## src/rtl/ps2_host_tx.sv

```systemverilog
// PS/2 host-to-device transmitter: inhibit, request-to-send, 11-bit frame, device ACK check.
// Optional retry on NACK/timeout when PS2_TX_RETRY_EN is defined.
module ps2_host_tx #(
    parameter int INHIBIT_CYCLES       = 6500,
    parameter int START_TIMEOUT_CYCLES = 975000,
    parameter int FRAME_TIMEOUT_CYCLES = 130000,
    parameter int MAX_RETRIES          = 2
) (
    input  logic       clk,
    input  logic       rst,
    input  logic [7:0] tx_data,
    input  logic       tx_valid,
    output logic       tx_ready,
    output logic       busy,
    output logic       done,
    output logic       error,
    input  logic       ps2_clk_in,
    input  logic       ps2_data_in,
    output logic       ps2_clk_oe,
    output logic       ps2_data_oe
);
    localparam int MAX_A = (INHIBIT_CYCLES > START_TIMEOUT_CYCLES) ? INHIBIT_CYCLES : START_TIMEOUT_CYCLES;
    localparam int MAX_P = (MAX_A > FRAME_TIMEOUT_CYCLES) ? MAX_A : FRAME_TIMEOUT_CYCLES;
    localparam int CW    = $clog2(MAX_P + 1);

    localparam logic [CW-1:0] CNT_MAX    = {CW{1'b1}};
    localparam logic [CW-1:0] INH_LAST   = CW'(INHIBIT_CYCLES - 1);
    localparam logic [CW-1:0] START_LAST = CW'(START_TIMEOUT_CYCLES - 1);
    localparam logic [CW-1:0] FRM_LAST   = CW'(FRAME_TIMEOUT_CYCLES - 1);

    localparam logic [2:0] IDLE      = 3'd0;
    localparam logic [2:0] INHIBIT   = 3'd1;
    localparam logic [2:0] RTS       = 3'd2;
    localparam logic [2:0] SHIFT     = 3'd3;
    localparam logic [2:0] ACK       = 3'd4;
    localparam logic [2:0] WAIT_IDLE = 3'd5;
    localparam logic [2:0] FAIL      = 3'd6;

    logic [2:0]    state;
    logic [CW-1:0] cnt;
    logic [3:0]    bit_idx;
    logic [8:0]    shreg;
    logic          out_bit;
    logic          clk_s1, clk_s2, clk_s3, dat_s1, dat_s2;
    logic          fe;
    logic          retry_ok;

    // Synchronizers reset to the idle-high line level so reset never fakes an edge.
    always_ff @(posedge clk) begin
        if (!rst) begin
            clk_s1 <= 1'b1;
            clk_s2 <= 1'b1;
            clk_s3 <= 1'b1;
            dat_s1 <= 1'b1;
            dat_s2 <= 1'b1;
        end else begin
            clk_s1 <= ps2_clk_in;
            clk_s2 <= clk_s1;
            clk_s3 <= clk_s2;
            dat_s1 <= ps2_data_in;
            dat_s2 <= dat_s1;
        end
    end

    assign fe = clk_s3 & ~clk_s2;

`ifdef PS2_TX_RETRY_EN
    localparam int RW = $clog2(MAX_RETRIES + 2);
    logic [RW-1:0] retry_cnt;

    assign retry_ok = (int'(retry_cnt) < MAX_RETRIES);

    always_ff @(posedge clk) begin
        if (!rst)
            retry_cnt <= '0;
        else if (state == IDLE && tx_valid)
            retry_cnt <= '0;
        else if (state == FAIL && retry_ok)
            retry_cnt <= retry_cnt + RW'(1);
    end
`else
    assign retry_ok = 1'b0 & (MAX_RETRIES > 0);
`endif

    always_ff @(posedge clk) begin
        if (!rst) begin
            state   <= IDLE;
            cnt     <= '0;
            bit_idx <= '0;
            shreg   <= '0;
            out_bit <= 1'b1;
        end else begin
            if (cnt != CNT_MAX)
                cnt <= cnt + CW'(1);
            case (state)
                IDLE: begin
                    cnt <= '0;
                    if (tx_valid) begin
                        state <= INHIBIT;
                        shreg <= {~^tx_data, tx_data};
                    end
                end
                INHIBIT: if (cnt >= INH_LAST) begin
                    state <= RTS;
                    cnt   <= '0;
                end
                RTS: begin
                    if (fe) begin
                        state   <= SHIFT;
                        cnt     <= '0;
                        bit_idx <= 4'd1;
                        out_bit <= shreg[0];
                    end else if (cnt >= START_LAST) begin
                        state <= FAIL;
                    end
                end
                // bit_idx counts edges already seen; edge 10 releases data for the stop bit.
                SHIFT: begin
                    if (cnt >= FRM_LAST)
                        state <= FAIL;
                    else if (fe) begin
                        if (bit_idx == 4'd9) begin
                            state   <= ACK;
                            out_bit <= 1'b1;
                        end else begin
                            out_bit <= shreg[bit_idx];
                            bit_idx <= bit_idx + 4'd1;
                        end
                    end
                end
                ACK: begin
                    if (cnt >= FRM_LAST)
                        state <= FAIL;
                    else if (fe)
                        state <= dat_s2 ? FAIL : WAIT_IDLE;
                end
                WAIT_IDLE: begin
                    if (clk_s2 && dat_s2)
                        state <= IDLE;
                    else if (cnt >= FRM_LAST)
                        state <= FAIL;
                end
                FAIL: begin
                    cnt   <= '0;
                    state <= retry_ok ? INHIBIT : IDLE;
                end
                default: state <= IDLE;
            endcase
        end
    end

    assign tx_ready    = (state == IDLE);
    assign busy        = ~tx_ready;
    assign done        = (state == WAIT_IDLE) & clk_s2 & dat_s2;
    assign error       = (state == FAIL) & ~retry_ok;
    assign ps2_clk_oe  = (state == INHIBIT);
    assign ps2_data_oe = (state == RTS) | ((state == SHIFT) & ~out_bit);
endmodule

```

## config.mk

```make
export PLATFORM = sky130hd
export DESIGN_NAME = ps2_host_tx
export DESIGN_NICKNAME = d
export VERILOG_FILES = /design/src/rtl/ps2_host_tx.sv
export SDC_FILE = /design/constraint.sdc
export NUM_CORES = 1
export LEC_CHECK = 0
export ABC_AREA = 1
export BUFFER_PORTS_ARGS = -buffer_cell sky130_fd_sc_hd__buf_2
export CAP_MARGIN = 0
export CORE_MARGIN = 8
export CORE_UTILIZATION = 53
export DETAILED_ROUTE_END_ITERATION = 12
export GPL_ROUTABILITY_DRIVEN = 0
export PLACE_DENSITY = 0.7
export SLEW_MARGIN = 0
export SYNTH_ARGS = -nofsm -noshare
export SYNTH_HDL_FRONTEND = slang
export SYNTH_SLANG_ARGS = --single-unit
```

## constraint.sdc

```tcl
create_clock -name clk -period 3.15 [get_ports clk]
set_input_delay 0.63 -clock clk [delete_from_list [all_inputs] [get_ports clk]]
set_output_delay 0.63 -clock clk [all_outputs]
set_load 0.05 [all_outputs]
```

==> impl_metrics.json <==
{
  "antenna_found_initial": 0,
  "setup.worst_path.class": "flip-flop to primary output",
  "cap_violations": 0,
  "start_util": 0.537,
  "cts_buffers": 5,
  "finalCriticalPeriod_ns": 2.04,
  "fin_nets": 397,
  "cp.arrival_ns": 1.41,
  "post_cts_buffers": 0,
  "syn_inst": 361,
  "yosysTopAreaCellShare": 0.338,
  "finalSetupTns_ns": 0,
  "die_w_um": 84.5,
  "power_leakage_nw": 1.20,
  "fp.dieH_um": 84.5,
  "wl_per_cell_um": 12.9,
  "avgViaCountPerCell": 5.34,
  "hold_buffers": 0,
  "skew_ns": 0.00675,
  "cts_tree": "built",
  "synth.area.top_cells": "dfxtp_1, nand2_1, nor2_1",
  "outcome": "completed",
  "max_slew_margin": 0.677,
  "ant_nets": 0,
  "numPortBuffers": 18,
  "worst_slew_pin_slew_ns": 0.482,
  "ys_types": 37,
  "async_reset_ff_frac": 0,
  "synth-seq-area-share": 0.338,
  "cts_root_buffer": "clkbuf_8",
  "grt_max_degree": 18,
  "grt_pass1_vias": 2067,
  "placed_area_um2": 2610,
  "post_cts_resized": 0,
  "io_pins": 19,
  "syn2layout_area_growth_pct": 8.71,
  "clock-sinks": 42,
  "synth-seq-cells": 42,
  "syn-cell-area_um2": 2490,
  "ir_drop_mv": 0.309,
  "critPathBufInv": 2,
  "synth_top_area_cell": "dfxtp_1",
  "firstDrtPassIters": 4,
  "rows": 25,
  "drc": 0,
  "cp_top_family": "buffers and inverters",
  "slew_viol_final": 0,
  "cts_buffer_depth": 2,
  "avgSynthCellArea_um2": 6.89,
  "cp.required_ns": 2.52,
  "final.fill_count": 461,
  "grt_pass1_wl_um": 9590,
  "ys.flop_type": "dfxtp_1",
  "insertion_delay_ns": 0.30,
  "synth_edf_count": 0,
  "clkTransAtPathRegs_ns": 0.08,
  "htree_levels": 2,
  "crit_fanout": 7,
  "finalSetupViolations": 0,
  "drt_iter0_markers": 129,
  "power_density_nw_per_um2": 619,
  "overflow": 0,
  "dp_hpwl_um": 4250,
  "vias": 2327,
  "finalCritPeriodShare": 0.649,
  "drive_gt1_frac": 0.168,
  "core_area_um2": 4630,
  "final_cell_mix": "nand2_1, nor2_1, dfxtp_1",
  "slowest_delay_ns": 0.37,
  "synth_nets": 377,
  "gr-usage-all-layers": 0.162,
  "layout_commonest_cell": "nand2_1",
  "num_antenna_cells": 0,
  "wl_um": 5650,
  "rsz0062_at_grt": "no",
  "startpoint_type": "flip-flop",
  "die_area_um2": 7140,
  "fin_area_um2": 2700,
  "hold_path_class": "flip-flop to flip-flop",
  "ys_warn_count": 0,
  "path_cells": "inv_2 -> nand3_2 -> o21ai_0 -> buf_2",
  "critPathSlowestCell": "dfxtp_1",
  "max_clock_freq_mhz": 489,
  "crit_path_end_kind": "primary output",
  "reg2reg_slack_ns": 1.38,
  "hold_violations": 0
}
-- final timing paths --
check                        start            endpoint  cells past startpoint
max reg2reg      cnt[0]$_SDFF_PN0_  cnt[13]$_SDFF_PN0_                     11
max          state[2]$_SDFFE_PN0P_         ps2_data_oe                      4
min reg2reg      dat_s1$_SDFF_PN1_   dat_s2$_SDFF_PN1_                      1
min              dat_s1$_SDFF_PN1_   dat_s2$_SDFF_PN1_                      1
-- routing by layer --
metal	track usage	share of wire
met3	0.0439	0.054
met1	0.232	0.51
met5	0	0
met2	0.224	0.42
met4	0.0550	0.013
-- cell usage after synthesis, types with 2 or more instances --
| cell | instances |
|---|---|
| nand2_1 | 71 |
| nor2_1 | 45 |
| dfxtp_1 | 42 |
| inv_1 | 41 |
| a21oi_1 | 30 |
| nand3_1 | 29 |
| o21ai_0 | 14 |
| nand4_1 | 9 |
| xor2_1 | 9 |
| nand2_2 | 7 |
| xnor2_1 | 7 |
| nor3_1 | 6 |
| inv_2 | 5 |
| nand3_2 | 5 |
| nor2_2 | 5 |
| or2_2 | 5 |
| a31oi_1 | 3 |
| ha_1 | 3 |
| nor2_4 | 3 |
| a211oi_1 | 2 |
| clkbuf_1 | 2 |
| nand3b_1 | 2 |
| o21a_1 | 2 |
-- logic make-up after synthesis --
logic type / Yosys count / synth area share
buffers and inverters: 52 / 0.0840
xor gates and xnor gates: 16 / 0.0564
DFF: 42 / 0.338
adders and majority gates: 3 / 0.0151
AOI/OAI and AO/OA: 53 / 0.115
and+or+nand+nor: 195 / 0.392
-- power by group --
part           leakage [nW]  internal [mW]  switching (mW)
Combinational         0.816          0.197           0.467
Sequential            0.342          0.595          0.0583
Clock                0.0441          0.156           0.199
-- stage by stage --
step	util	hold slack (ns)	std cells	total power [mW]	worst slack, ns
finish	0.584	0.417	436	1.67	1.11
global route	0.584	0.426	436	1.80	1.01
CTS	0.584	0.418	436	1.68	1.09
detailed placement	0.564	0.397	428	1.33	1.40
global placement	0.564	0.398	428	1.31	1.45
floorplan	-	0.393	361	1.20	0.868
-- sequential cells by signal (all words and copies together), names as in the netlist --
| register | count |
|---|---|
| clk_s2 | 1 |
| clk_s1 | 1 |
| state | 3 |
| out_bit | 1 |
| dat_s2 | 1 |
| clk_s3 | 1 |
| cnt | 20 |
| shreg | 9 |
| bit_idx | 4 |
| dat_s1 | 1 |
-- final cells by class --
cell class,count,area (um^2),area share
multi-input combinational,267,1440,0.531
sequential,42,841,0.311
inverter,47,178,0.0657
timing repair buffer,18,90.1,0.0333
clock buffer,5,68.8,0.0255
tap,54,67.6,0.0250
clock inverter,3,21.3,0.00787
-- worst reg2reg max path: cells and delay by family (launching register included) --
family	cells	cell delay, ns
adder cells (fa/ha/maj)	1	0.27
buffers and inverters	2	0.13
XOR/XNOR	1	0.14
flip-flops	1	0.41
AND/OR/NAND/NOR	7	0.71
Power figures use the tool's default switching activity.
